File: config.mk
export PLATFORM = sky130hd
export DESIGN_NAME = rob_commit_unit
export DESIGN_NICKNAME = d
export VERILOG_FILES = /design/src/rtl/rob_commit_unit_pkg.sv /design/src/rtl/rob_commit_unit_retire_select.sv /design/src/rtl/rob_commit_unit.sv
export SDC_FILE = /design/constraint.sdc
export NUM_CORES = 1
export LEC_CHECK = 0
export CORE_MARGIN = 2
export CORE_UTILIZATION = 41
export DETAILED_ROUTE_END_ITERATION = 7
export HOLD_SLACK_MARGIN = 0.1
export PLACE_DENSITY = 0.58
export SYNTH_ARGS = -nofsm -noshare
export SYNTH_HDL_FRONTEND = slang
export SYNTH_SLANG_ARGS = --single-unit
File: constraint.sdc
create_clock -name clk -period 13.55 [get_ports clk]
set_clock_uncertainty 0.1 [all_clocks]
set_input_delay 2.71 -clock clk [delete_from_list [all_inputs] [get_ports clk]]
set_output_delay 2.71 -clock clk [all_outputs]
set_load 0.01 [all_outputs]
File: src/rtl/rob_commit_unit_pkg.sv
// Shared types for the reorder-buffer commit slice: commit kinds, ROB entry layout, FSM states.
// Width defaults come from the shared defines below; a project-wide header may predefine them.
`ifndef ROB_SIZE_WIDTH
`define ROB_SIZE_WIDTH 4
`endif
`ifndef MAX_NUM_OF_COMMITS
`define MAX_NUM_OF_COMMITS 2
`endif
`ifndef PHYSICAL_REG_NUM_WIDTH
`define PHYSICAL_REG_NUM_WIDTH 6
`endif
`ifndef ARCH_REG_NUM_WIDTH
`define ARCH_REG_NUM_WIDTH 5
`endif

package rob_commit_unit_pkg;

    typedef enum logic [1:0] {
        no_commit     = 2'd0,
        reg_commit    = 2'd1,
        store_commit  = 2'd2,
        branch_commit = 2'd3
    } commit_type_t;

    typedef enum logic {
        NORMAL = 1'b0,
        FLUSH  = 1'b1
    } rob_state_t;

    typedef struct packed {
        logic                               valid;
        logic                               done;
        logic                               mispredict;
        logic [`PHYSICAL_REG_NUM_WIDTH-1:0] phy_wr_reg;
        logic [`ARCH_REG_NUM_WIDTH-1:0]     arch_wr_reg;
        commit_type_t                       commit_type;
    } rob_entry_t;

    // Width of a lane index; kept at least 1 bit so a single-lane build still elaborates.
    function automatic int lane_idx_width(input int lanes);
        return (lanes > 1) ? $clog2(lanes) : 1;
    endfunction

endpackage

File: src/rtl/rob_commit_unit_retire_select.sv
// Picks which of the head-relative lanes retire this cycle: an in-order run of valid&done
// entries starting at the head, cut right after the first mispredicted one.
module rob_retire_select
    import rob_commit_unit_pkg::*;
#(
    parameter int MAX_NUM_OF_COMMITS = `MAX_NUM_OF_COMMITS,
    parameter int COUNT_W            = $clog2(MAX_NUM_OF_COMMITS + 1),
    parameter int LANE_W             = lane_idx_width(MAX_NUM_OF_COMMITS)
) (
    input  logic [MAX_NUM_OF_COMMITS-1:0] lane_valid,
    input  logic [MAX_NUM_OF_COMMITS-1:0] lane_done,
    input  logic [MAX_NUM_OF_COMMITS-1:0] lane_mispredict,
    output logic [MAX_NUM_OF_COMMITS-1:0] retire_mask,
    output logic [COUNT_W-1:0]            retire_count,
    output logic                          mispredict_hit,
    output logic [LANE_W-1:0]             mispredict_lane
);

    // chain[i] is high while every lane before i retired and none of them was a mispredict.
    logic [MAX_NUM_OF_COMMITS:0] chain;

    assign chain[0] = 1'b1;

    for (genvar gi = 0; gi < MAX_NUM_OF_COMMITS; gi++) begin : g_lane
        assign retire_mask[gi] = chain[gi] & lane_valid[gi] & lane_done[gi];
        assign chain[gi+1]     = retire_mask[gi] & ~lane_mispredict[gi];
    end

    always_comb begin
        retire_count    = '0;
        mispredict_hit  = 1'b0;
        mispredict_lane = '0;
        for (int i = 0; i < MAX_NUM_OF_COMMITS; i++) begin
            retire_count = retire_count + COUNT_W'(retire_mask[i]);
            if (retire_mask[i] && lane_mispredict[i]) begin
                mispredict_hit  = 1'b1;
                mispredict_lane = LANE_W'(i);
            end
        end
    end

endmodule

File: src/rtl/rob_commit_unit.sv
// Reorder-buffer commit unit: tag-indexed entry storage, in-order multi-lane retirement and
// a one-cycle flush on a retired mispredicted branch.
module rob_commit_unit
    import rob_commit_unit_pkg::*;
#(
    parameter int ROB_SIZE_WIDTH         = `ROB_SIZE_WIDTH,
    parameter int MAX_NUM_OF_COMMITS     = `MAX_NUM_OF_COMMITS,
    parameter int PHYSICAL_REG_NUM_WIDTH = `PHYSICAL_REG_NUM_WIDTH,
    parameter int ARCH_REG_NUM_WIDTH     = `ARCH_REG_NUM_WIDTH
) (
    input  logic                              clk,
    input  logic                              reset,
    input  logic                              disp_valid,
    input  logic [ROB_SIZE_WIDTH-1:0]         disp_tag,
    input  logic [PHYSICAL_REG_NUM_WIDTH-1:0] disp_phy_wr_reg,
    input  logic [ARCH_REG_NUM_WIDTH-1:0]     disp_arch_wr_reg,
    input  commit_type_t                      disp_commit_type,
    input  logic                              cmpl_valid,
    input  logic [ROB_SIZE_WIDTH-1:0]         cmpl_tag,
    input  logic                              cmpl_mispredict,
    output logic [MAX_NUM_OF_COMMITS-1:0]     commit_valid,
    output commit_type_t                      commit_type            [MAX_NUM_OF_COMMITS],
    output logic [PHYSICAL_REG_NUM_WIDTH-1:0] commited_wr_register   [MAX_NUM_OF_COMMITS],
    output logic [ARCH_REG_NUM_WIDTH-1:0]     commited_arch_register [MAX_NUM_OF_COMMITS],
    output logic [ROB_SIZE_WIDTH-1:0]         commit_tag             [MAX_NUM_OF_COMMITS],
    output logic                              flush,
    output logic [ROB_SIZE_WIDTH-1:0]         flush_next_tag,
    output logic                              dispatch_err
);

    localparam int ROB_ENTRIES = 2 ** ROB_SIZE_WIDTH;
    localparam int COUNT_W     = $clog2(MAX_NUM_OF_COMMITS + 1);
    localparam int LANE_W      = lane_idx_width(MAX_NUM_OF_COMMITS);

    rob_state_t                      state_reg, state_next;
    rob_entry_t                      rob_mem [ROB_ENTRIES];
    logic [ROB_SIZE_WIDTH-1:0]       head_reg;
    logic [ROB_SIZE_WIDTH-1:0]       lane_idx [MAX_NUM_OF_COMMITS];
    logic [MAX_NUM_OF_COMMITS-1:0]   lane_valid, lane_done, lane_mispredict, retire_mask;
    logic [COUNT_W-1:0]              retire_count;
    logic                            mispredict_hit;
    logic [LANE_W-1:0]               mispredict_lane;
    logic [ROB_ENTRIES-1:0]          retire_hit;
    logic                            in_normal, flush_now;
    logic [ROB_SIZE_WIDTH-1:0]       flush_tag;
    logic                            disp_conflict, disp_accept, cmpl_accept;

    // Lane i looks at entry head+i; the index wraps naturally at the tag width.
    for (genvar gi = 0; gi < MAX_NUM_OF_COMMITS; gi++) begin : g_lane_read
        assign lane_idx[gi]        = head_reg + ROB_SIZE_WIDTH'(gi);
        assign lane_valid[gi]      = rob_mem[lane_idx[gi]].valid;
        assign lane_done[gi]       = rob_mem[lane_idx[gi]].done;
        assign lane_mispredict[gi] = rob_mem[lane_idx[gi]].mispredict;
    end

    rob_retire_select #(
        .MAX_NUM_OF_COMMITS (MAX_NUM_OF_COMMITS),
        .COUNT_W            (COUNT_W),
        .LANE_W             (LANE_W)
    ) u_retire_select (
        .lane_valid      (lane_valid),
        .lane_done       (lane_done),
        .lane_mispredict (lane_mispredict),
        .retire_mask     (retire_mask),
        .retire_count    (retire_count),
        .mispredict_hit  (mispredict_hit),
        .mispredict_lane (mispredict_lane)
    );

    always_comb begin
        retire_hit = '0;
        for (int i = 0; i < MAX_NUM_OF_COMMITS; i++) begin
            if (retire_mask[i]) begin
                retire_hit[lane_idx[i]] = 1'b1;
            end
        end
    end

    assign in_normal     = (state_reg == NORMAL);
    assign flush_now     = in_normal && mispredict_hit;
    assign flush_tag     = head_reg + ROB_SIZE_WIDTH'(mispredict_lane) + ROB_SIZE_WIDTH'(1);
    // Re-using an entry that retires in this same cycle is legal; only a live entry conflicts.
    assign disp_conflict = in_normal && disp_valid && rob_mem[disp_tag].valid && !retire_hit[disp_tag];
    assign disp_accept   = in_normal && disp_valid && !disp_conflict;
    assign cmpl_accept   = in_normal && cmpl_valid && rob_mem[cmpl_tag].valid;

    always_comb begin
        state_next = state_reg;
        case (state_reg)
            NORMAL:  if (mispredict_hit) state_next = FLUSH;
            FLUSH:   state_next = NORMAL;
            default: state_next = NORMAL;
        endcase
    end

    always_ff @(posedge clk) begin
        if (reset) begin
            state_reg <= NORMAL;
        end else begin
            state_reg <= state_next;
        end
    end

    // Later assignments win: completion, then retirement clear, then dispatch overwrite.
    always_ff @(posedge clk) begin
        if (reset || flush_now) begin
            for (int e = 0; e < ROB_ENTRIES; e++) begin
                rob_mem[e] <= '0;
            end
        end else if (in_normal) begin
            if (cmpl_accept) begin
                rob_mem[cmpl_tag].done       <= 1'b1;
                rob_mem[cmpl_tag].mispredict <= cmpl_mispredict;
            end
            for (int i = 0; i < MAX_NUM_OF_COMMITS; i++) begin
                if (retire_mask[i]) begin
                    rob_mem[lane_idx[i]].valid <= 1'b0;
                end
            end
            if (disp_accept) begin
                rob_mem[disp_tag].valid       <= 1'b1;
                rob_mem[disp_tag].done        <= 1'b0;
                rob_mem[disp_tag].mispredict  <= 1'b0;
                rob_mem[disp_tag].phy_wr_reg  <= disp_phy_wr_reg;
                rob_mem[disp_tag].arch_wr_reg <= disp_arch_wr_reg;
                rob_mem[disp_tag].commit_type <= disp_commit_type;
            end
        end
    end

    always_ff @(posedge clk) begin
        if (reset) begin
            head_reg       <= '0;
            flush          <= 1'b0;
            flush_next_tag <= '0;
            dispatch_err   <= 1'b0;
        end else begin
            flush <= flush_now;
            if (flush_now) begin
                head_reg       <= flush_tag;
                flush_next_tag <= flush_tag;
            end else if (in_normal) begin
                head_reg <= head_reg + ROB_SIZE_WIDTH'(retire_count);
            end
            if (disp_conflict) begin
                dispatch_err <= 1'b1;
            end
        end
    end

    // The mispredicted branch still commits: the flush edge is taken from NORMAL.
    always_ff @(posedge clk) begin
        for (int i = 0; i < MAX_NUM_OF_COMMITS; i++) begin
            if (!reset && in_normal && retire_mask[i]) begin
                commit_valid[i]           <= 1'b1;
                commit_type[i]            <= rob_mem[lane_idx[i]].commit_type;
                commited_wr_register[i]   <= rob_mem[lane_idx[i]].phy_wr_reg;
                commited_arch_register[i] <= rob_mem[lane_idx[i]].arch_wr_reg;
                commit_tag[i]             <= lane_idx[i];
            end else begin
                commit_valid[i]           <= 1'b0;
                commit_type[i]            <= no_commit;
                commited_wr_register[i]   <= '0;
                commited_arch_register[i] <= '0;
                commit_tag[i]             <= '0;
            end
        end
    end

endmodule

* After elaboration in Yosys (flattened, before gate mapping) *
Memories as Yosys holds them, arrays and structs flattened. A register that Yosys moved wholly into a read port is not among the register bits.
Index checks and enable logic that the tools add are counted.

cells by class
  $add $sub $neg = 5
  order comparisons = 5
  equality and inequality tests = 1
  mux-type cells = 49
  bitwise operators = 7
  reductions and logical operators = 22

operators by type and width
  cell                   number
  $mux W16               6
  $reduce_or A16 Y1      4
  $mux W4                8
  $mux W1                28
  $or A16 B16 Y16        1
  $lt A4 B5 Y1 const B   3
  $logic_and A1 B1 Y1    14
  $add A4 B1 Y4 const B  2
  $demux W1 S4           2
  $ge A4 B1 Y1 const B   2
  $mux W2                3
  $add A4 B1 Y4          1
  $add A4 B2 Y4          1
  $and A1 B1 Y1          4
  $bmux W1 S4            1
  $logic_not A1 Y1       3
  $add A1 B1 Y2          1
  $ne A2 B1 Y1 const B   1
  $not A1 Y1             2
  $pmux W1 S2            1
  $logic_or A1 B1 Y1     1

storage, ports and cells
  register bits = 47
  bits in writable memories = 256
  input port bits = 26
  output and inout port bits = 42
  word-level logic and storage cells = 104
  memories = 1

memories
  memory   depth  bits a word  rd ports  clocked after Yosys merged registers in  write ports  RTL line               text
  rob_mem  16     16           4         1                                        16           rob_commit_unit.sv:36  rob_entry_t rob_mem [ROB_ENTRIES];

* Longest topological paths before layout *
Gate-level depths: netlist (run 1).

  depth after elaboration = 19
  gate-level depth with buffers = 16
  depth with buffers taken out = 13

* Cells and area by module *
From an unflattened synthesis (run 1), not the netlist that was laid out.

unflattened totals
  cells, all modules = 1208
  area total of the unflattened synthesis = 16144.2 µm²

by module, submodules not included
  module             times used  cells each  area an instance (µm²)  seq. area each (µm²)
  rob_commit_unit    1           1198        16082.9                 8227.9
  rob_retire_select  1           10          61.3                    0.0

* Worst setup path after synthesis (run 1) *
OpenSTA, ideal clock, no wires.

  path kind = input to register
  start point = in disp_tag[1]
  end point = mem rob_mem[0][0] (netlist name), enable pin
  setup time = 401 ps
  data arrival time = 5740 ps
  required time = 13049 ps
  path slack = 7309 ps
  stages = 11
  path buffers = 3
  path through = buf_1 -> nor4_1 -> a22oi_1 -> a211oi_1 -> a31o_2 -> a311o_2 -> a21boi_2 -> or3_1 -> buf_6 -> buf_6 -> o21ai_0

RTL lines
  item             RTL line               text
  start, declared  rob_commit_unit.sv:14  input logic [ROB_SIZE_WIDTH-1:0] disp_tag,
  end, declared    rob_commit_unit.sv:36

==> key figures, run 1 <==
Detailed routing
  – Vias: between 10,000 and 15,000
  – Initial drt markers: approximately 1,600
  – DRT Pass-1 Iters: 5
  – DRC Markers: 0
  – Total Wirelength: ~57 mm
  – Average wire per standard cell: about 31 um
  – Post-DRT Antenna Nets: 0
  – Vias per std cell: between 6 and 7

Setup path
  – Setup crit end kind: flop
  – CP Launch Point: disp_tag[1]
  – CP max-delay cell: o21ai_1
  – R2R depth: 9
  – Crit path cell chain: clkdlybuf4s50_1 > nor4bb_1 > a22oi_1 > a211oi_1 > a31o_2 > a311o_2 > a21boi_2 > or3_1 > buf_4 > o21ai_1
  – Worst Setup Start Kind: primary input
  – Worst Setup EP: rob_mem[6][10]$_SDFFCE_PN0P_
  – CP peak stage delay: approximately 1.1 ns
  – FF-to-FF End: rob_mem[6][10]$_SDFFCE_PN0P_
  – Worst EP arrival: slightly above 7 ns
  – R2R Setup Slk: roughly 7.7 ns
  – Worst-path maximum fanout: 29
  – Critical path class: in -> reg
  – CP Data Required Time: roughly 14 ns
  – Worst r2r src: head_reg[0]$_SDFFE_PP0N_

STA
  – Worst slew margin: 0.0700
  – Final setup viols: 0
  – Slew Limit Fails: 0
  – Fmax achieved: 0.139 GHz
  – Setup TNS: 0 ns
  – RSZ-0062 raised after global routing: false
  – Worst-margin pin slew: between 1 and 1.5 ns
  – Final period utilization: 0.531
  – Post-layout min period: 7.20 ns
  – Final Hold Fails: 0

Clock network
  – Num Clock Sinks: about 300
  – CTS tree: built
  – Hold_buf cts: 0
  – Root Buffer: clkbuf_16
  – TritonCTS Buffers: 34
  – Post-CTS Resized: 0
  – Clock Latency Late Sink: 0.53 ns
  – Clk slew on worst S/H paths: around 0.070 ns
  – Htree depth: 2
  – Clock tree buffer depth: 3
  – Postcts setup bufs: 0

Synth
  – Synth Flop Type: edfxtp_1
  – Synth top area share: 0.383
  – Post-Syn Area per Cell: around 13 um^2
  – Total nets after synthesis: around 1,300
  – Number of flops mapped to enable cells by yosys: about 210
  – Sequential fraction of the synthesis area: 0.505
  – Count leader, synth: edfxtp_1
  – Largest area contributor in the netlist: edfxtp_1
  – Synth unique cells: 67
  – Synth Cell Area: ~16,000 um^2
  – Post-synthesis cell count: between 1,000 and 1,500
  – Synth top area cells: edfxtp_1, mux4_2, dfxtp_1
  – Async SR Flop Fraction: 0
  – Synth top cells by count: edfxtp_1, mux4_2, nor2_1
  – FF+latch count, synth: roughly 310
  – Yosys warns: 0

Cells and area
  – Final nets: 1,338
  – Final-layout fill cell count: ~3,500
  – Layout cells sized above 1: 0.193
  – Top reg by flops: rob_mem
  – Area Growth Syn to Fin: 13.2%
  – Final std cells w/o fill: 1,853
  – Ant. Diodes: 0
  – Largest regs: rob_mem: 256 flops, commited_wr_register: 12 flops, commited_arch_register: 10 flops
  – Post-route design area: between 15,000 and 20,000 um^2
  – Largest register FFs: between 200 and 300

Floorplanning
  – Width of the die: between 200 and 250 um
  – Initial Utilization: 0.413
  – Die height: 203 um
  – Overall die area: 41,400 um^2
  – Rows: between 70 and 80
  – Core ar.: about 39,000 um^2
  – Io pins: 68

Placement
  – Placed cell areas: 17,400 um^2
  – Placed cells: approximately 1,800
  – IO buf count: 67
  – Final Wtd Congestion: 0.917
  – Hpwl dp: about 36 mm

Power
  – Pwr Density: 129 nW/um^2
  – Maximum VDD drop: approximately 0.000082 V
  – P_leak: just under 0.006 uW

Flow run
  – Max Cap Viol: 0

Global routing
  – First-pass GRT wire length: 82.7 mm
  – Vias in the first global route: ~12,000
  – Aggregate global-route resource usage: 0.274
  – Total gr overflow: 0
  – Largest net degree at the start of global routing: 70
  – Initial antenna violation count: 1

Hold path
  – Worst hold-check path type: reg -> reg

Outcome
  – Status: completed
per-stage QoR:
stage / hold WS [ns] / setup WS [ns] / total power (uW) / utilization
5_1_grt: 0.383 / 6.13 / 2440 / 0.468
6_report: 0.362 / 6.35 / 2370 / 0.468
4_1_cts: 0.365 / 6.39 / 2380 / 0.467
2_1_floorplan: 0.335 / 7.31 / 1350 / -
3_3_place_gp: 0.344 / 5.77 / 1470 / 0.439
3_5_place_dp: 0.350 / 5.89 / 1470 / 0.440
per-layer routing:
metal  global-route usage  vias to the layer above  share of wire
met3               0.0678                      133           0.12
met1                0.376                     6270           0.39
met5                    0                        -              0
met2                0.422                      893           0.46
li1                     -                     5198              -
met4                0.102                        0          0.037
cell type report:
cell class / instances / area [um^2] / area share
timing repair buffer: 101 / 933 / 0.0506
sequential: 307 / 8240 / 0.446
clock buffer: 45 / 932 / 0.0505
tap: 525 / 657 / 0.0356
multi-input combinational: 848 / 7510 / 0.407
inverter: 10 / 37.5 / 0.00203
clock inverter: 17 / 148 / 0.00800
cell families after synthesis:
kind of cell,Yosys count,synth area share
and+or+nand+nor,494,0.155
DFF,307,0.505
AOI/OAI and AO/OA,172,0.0777
muxes,166,0.211
buffers and inverters,142,0.0392
adders and majority gates,10,0.00813
xor gates and xnor gates,6,0.00414
worst min path at each step:
stage / from / end / slack (ns) / cells after the start
floorplan: rob_mem[15][14]$_SDFFE_PP0P_ / rob_mem[15][14]$_SDFFE_PP0P_ / 0.34 / 2
global placement: rob_mem[15][14]$_SDFFE_PP0P_ / rob_mem[15][14]$_SDFFE_PP0P_ / 0.34 / 2
detailed placement: flush_next_tag[1]$_SDFFE_PP0P_ / flush_next_tag[1]$_SDFFE_PP0P_ / 0.35 / 2
CTS: flush_next_tag[1]$_SDFFE_PP0P_ / flush_next_tag[1]$_SDFFE_PP0P_ / 0.36 / 2
global route: flush_next_tag[1]$_SDFFE_PP0P_ / flush_next_tag[1]$_SDFFE_PP0P_ / 0.38 / 2
finish: flush_next_tag[1]$_SDFFE_PP0P_ / flush_next_tag[1]$_SDFFE_PP0P_ / 0.36 / 2
critical path: cells and delay by family:
family | cells | cell delay [ns]
AOI/OAI and AO/OA | 6 | 2.06
and+or+nand+nor | 2 | 1.14
buffers and inverters | 2 | 1.29
layout by cell type, fill, tap and decap left out, types with 5 or more instances in the layout:
| master | Yosys | routed |
|---|---|---|
| edfxtp_1 | 208 | 208 |
| clkdlybuf4s50_1 | 0 | 67 |
| nor4_1 | 117 | 117 |
| a22oi_1 | 28 | 28 |
| a21o_1 | 6 | 5 |
| clkinv_1 | 0 | 7 |
| nand4b_1 | 9 | 9 |
| a2bb2oi_1 | 7 | 7 |
| nand2b_1 | 7 | 7 |
| and2_1 | 8 | 8 |
| nor3_1 | 10 | 10 |
| o22ai_1 | 12 | 12 |
| o21ai_1 | 1 | 8 |
| buf_4 | 1 | 33 |
| dfxtp_1 | 99 | 96 |
| o21ai_0 | 19 | 9 |
| mux2i_1 | 20 | 20 |
| nand3_1 | 34 | 34 |
| o211ai_1 | 8 | 8 |
| clkbuf_1 | 78 | 7 |
| a211oi_1 | 20 | 20 |
| nor2_1 | 131 | 130 |
| a21oi_1 | 18 | 17 |
| nand2_1 | 105 | 105 |
| mux4_2 | 140 | 140 |
| ha_1 | 9 | 8 |
| nor2b_1 | 12 | 11 |
| clkbuf_16 | 0 | 34 |
| a31oi_1 | 5 | 5 |
| and3_1 | 39 | 39 |
| inv_1 | 10 | 10 |
| o311ai_0 | 19 | 19 |
where the power goes:
part	internal [uW]	switching [uW]
logic	172	214
registers	1030	38.4
clock network	525	394
Note: power is estimated with default switching activity, not from simulation.
==> run 2: changes to the inputs <==
PLACE_DENSITY = 0.6   (was 0.58)
clock period = 5.91 ns   (was 13.55 ns; I/O delays follow)
==> run 2 against run 1 <==
  * Utilization grew 0.68 points
  * Flip-flop and latch count is the same
  * Final cell count grew 1.5%
  * Combinational power grew 140%
  * Highest routed layer is now met5
  * Clock power grew 130%
  * Sequential share of layout area shrank 0.64 points
  * Sequential power grew 130%
  * Total power grew 130%
  * Global-route usage shrank 0.39 points
  * Setup slack lost 5.4 ns
  * Design area grew 1.5%
  * Clock-buffer cell count shrank 5
  * Largest cell class unchanged
==> key figures, run 2 (synthesis results as in run 1) <==
Setup path
  – Worst Setup Start Kind: flop
  – Crit-path most repeated cell: mux4_2
  – Critical path class: reg -> reg
  – Worst-path maximum fanout: 38
  – CP max-delay cell: ha_4
  – Setup crit end kind: flop
  – CP peak stage delay: about 0.7 ns
  – Worst EP arrival: roughly 5.3 ns
  – Crit path cell chain: inv_1 > ha_4 > mux4_2 > mux4_2 > a21o_1 > a21oi_4 > buf_4 > o311ai_0 > a22oi_1
  – CP Data Required Time: 6.31 ns

Clock network
  – Post-CTS Resized: 0
  – Num Clock Sinks: ~310
  – Clk slew on worst S/H paths: about 0.06 ns
  – Htree depth: 1
  – Clock tree buffer depth: 3
  – CTS tree: built
  – Root Buffer: clkbuf_16
  – TritonCTS Buffers: 31
  – Postcts setup bufs: 0
  – Clock Latency Late Sink: around 0.60 ns
  – Hold_buf cts: 0

Floorplanning
  – Overall die area: approximately 41,000 um^2
  – Io pins: 68
  – Width of the die: around 200 um
  – Core ar.: roughly 39,000 um^2
  – Die height: a little over 200 um
  – Rows: 73
  – Initial Utilization: 0.413

Cells and area
  – Commonest cells after routing, fill and taps aside: edfxtp_1, mux4_2, nor2_1, nor4_1, nand2_1
  – Largest regs: rob_mem: 256 flops, commited_wr_register: 12 flops, commited_arch_register: 10 flops
  – Layout cells sized above 1: 0.213
  – Final-layout fill cell count: about 3,500
  – Commonest non-fill, non-tap cell in the layout: edfxtp_1
  – Area Growth Syn to Fin: 14.8%
  – Largest register FFs: around 260
  – Top reg by flops: rob_mem
  – Final nets: between 1,000 and 1,500

STA
  – RSZ-0062 raised after global routing: false
  – Fmax achieved: about 0.20 GHz
  – Final period utilization: 0.832
  – Worst slew margin: 0.163
  – Setup TNS: 0 ns
  – Final setup viols: 0
  – Final Hold Fails: 0
  – Slew Limit Fails: 0
  – Post-layout min period: around 4.9 ns
  – Final worst setup slack: about 0.99 ns
  – Worst-margin pin slew: around 1.3 ns

Detailed routing
  – Vias: roughly 13,000
  – Post-DRT Antenna Nets: 0
  – Vias per std cell: 6.66
  – DRC Markers: 0
  – Initial drt markers: 1,588
  – Average wire per standard cell: a little under 30 um
  – DRT Pass-1 Iters: 5
  – Total Wirelength: ~56 mm

Power
  – Pwr Density: 293 nW/um^2
  – P_leak: ~0.0060 uW
  – Maximum VDD drop: roughly 0.00029 V

Outcome
  – Status: completed

Flow run
  – Max Cap Viol: 0

Global routing
  – Total gr overflow: 0
  – First-pass GRT wire length: between 80 and 90 mm
  – Initial antenna violation count: 1
  – Vias in the first global route: around 12,000
  – Largest net degree at the start of global routing: between 100 and 150
  – Aggregate global-route resource usage: 0.270

Placement
  – Hpwl dp: around 36 mm
  – IO buf count: 67
  – Final Wtd Congestion: around 0.96
  – Pre-CTS setup slack: about 0.91 ns

Hold path
  – Worst hold-check path type: reg -> reg
[run 2: worst paths after layout]
path                                start                            to  slack, ns  depth (start not counted)
min          rob_mem[15][14]$_SDFFE_PP0P_  rob_mem[15][14]$_SDFFE_PP0P_       0.36                          2
min reg2reg  rob_mem[15][14]$_SDFFE_PP0P_  rob_mem[15][14]$_SDFFE_PP0P_       0.36                          2
max reg2reg      head_reg[1]$_SDFFE_PP0N_   rob_mem[2][13]$_SDFFE_PP0P_       0.99                          9
max              head_reg[1]$_SDFFE_PP0N_   rob_mem[2][13]$_SDFFE_PP0P_       0.99                          9
[run 2: final cells by class]
type	instances	area, um^2	area share
antenna	1	2.50	0.000134
clock buffer	40	843	0.0450
clock inverter	18	251	0.0134
inverter	10	37.5	0.00200
multi-input combinational	848	7510	0.401
sequential	307	8240	0.440
tap	525	657	0.0351
timing repair buffer	131	1190	0.0635
[run 2: report_power, final]
part           switching (uW)  internal, uW
Sequential               67.9          2360
Combinational             499           409
Clock                     878          1270
Total                    1440          4040
[run 2: critical path: cells and delay by family, from the launching register on]
| family | cells | cell delay, ns |
|---|---|---|
| AO/OA/AOI/OAI | 4 | 1.56 |
| adder cells (fa/ha/maj) | 1 | 0.72 |
| multiplexers | 2 | 1.12 |
| buffers and inverters | 2 | 0.71 |
| flip-flops | 1 | 0.54 |
[run 2: metrics by stage]
stage / utilization / total power [uW] / hold slack, ns / cell area, um^2 / std cells
6_report: 0.475 / 5480 / 0.363 / 18700 / 1880
5_1_grt: 0.474 / 5630 / 0.387 / 18700 / 1879
4_1_cts: 0.474 / 5480 / 0.360 / 18700 / 1879
3_5_place_dp: 0.447 / 3380 / 0.350 / 17600 / 1821
3_3_place_gp: 0.447 / 3370 / 0.346 / 17600 / 1821
2_1_floorplan: - / 3090 / 0.335 / 16300 / 1297
[run 2: metal layers]
metal / vias up / track usage / share of wire
met5: - / 0 / 0.00023
met4: 2 / 0.112 / 0.039
met3: 140 / 0.0537 / 0.10
met2: 761 / 0.426 / 0.46
met1: 6366 / 0.366 / 0.40
li1: 5249 / - / -
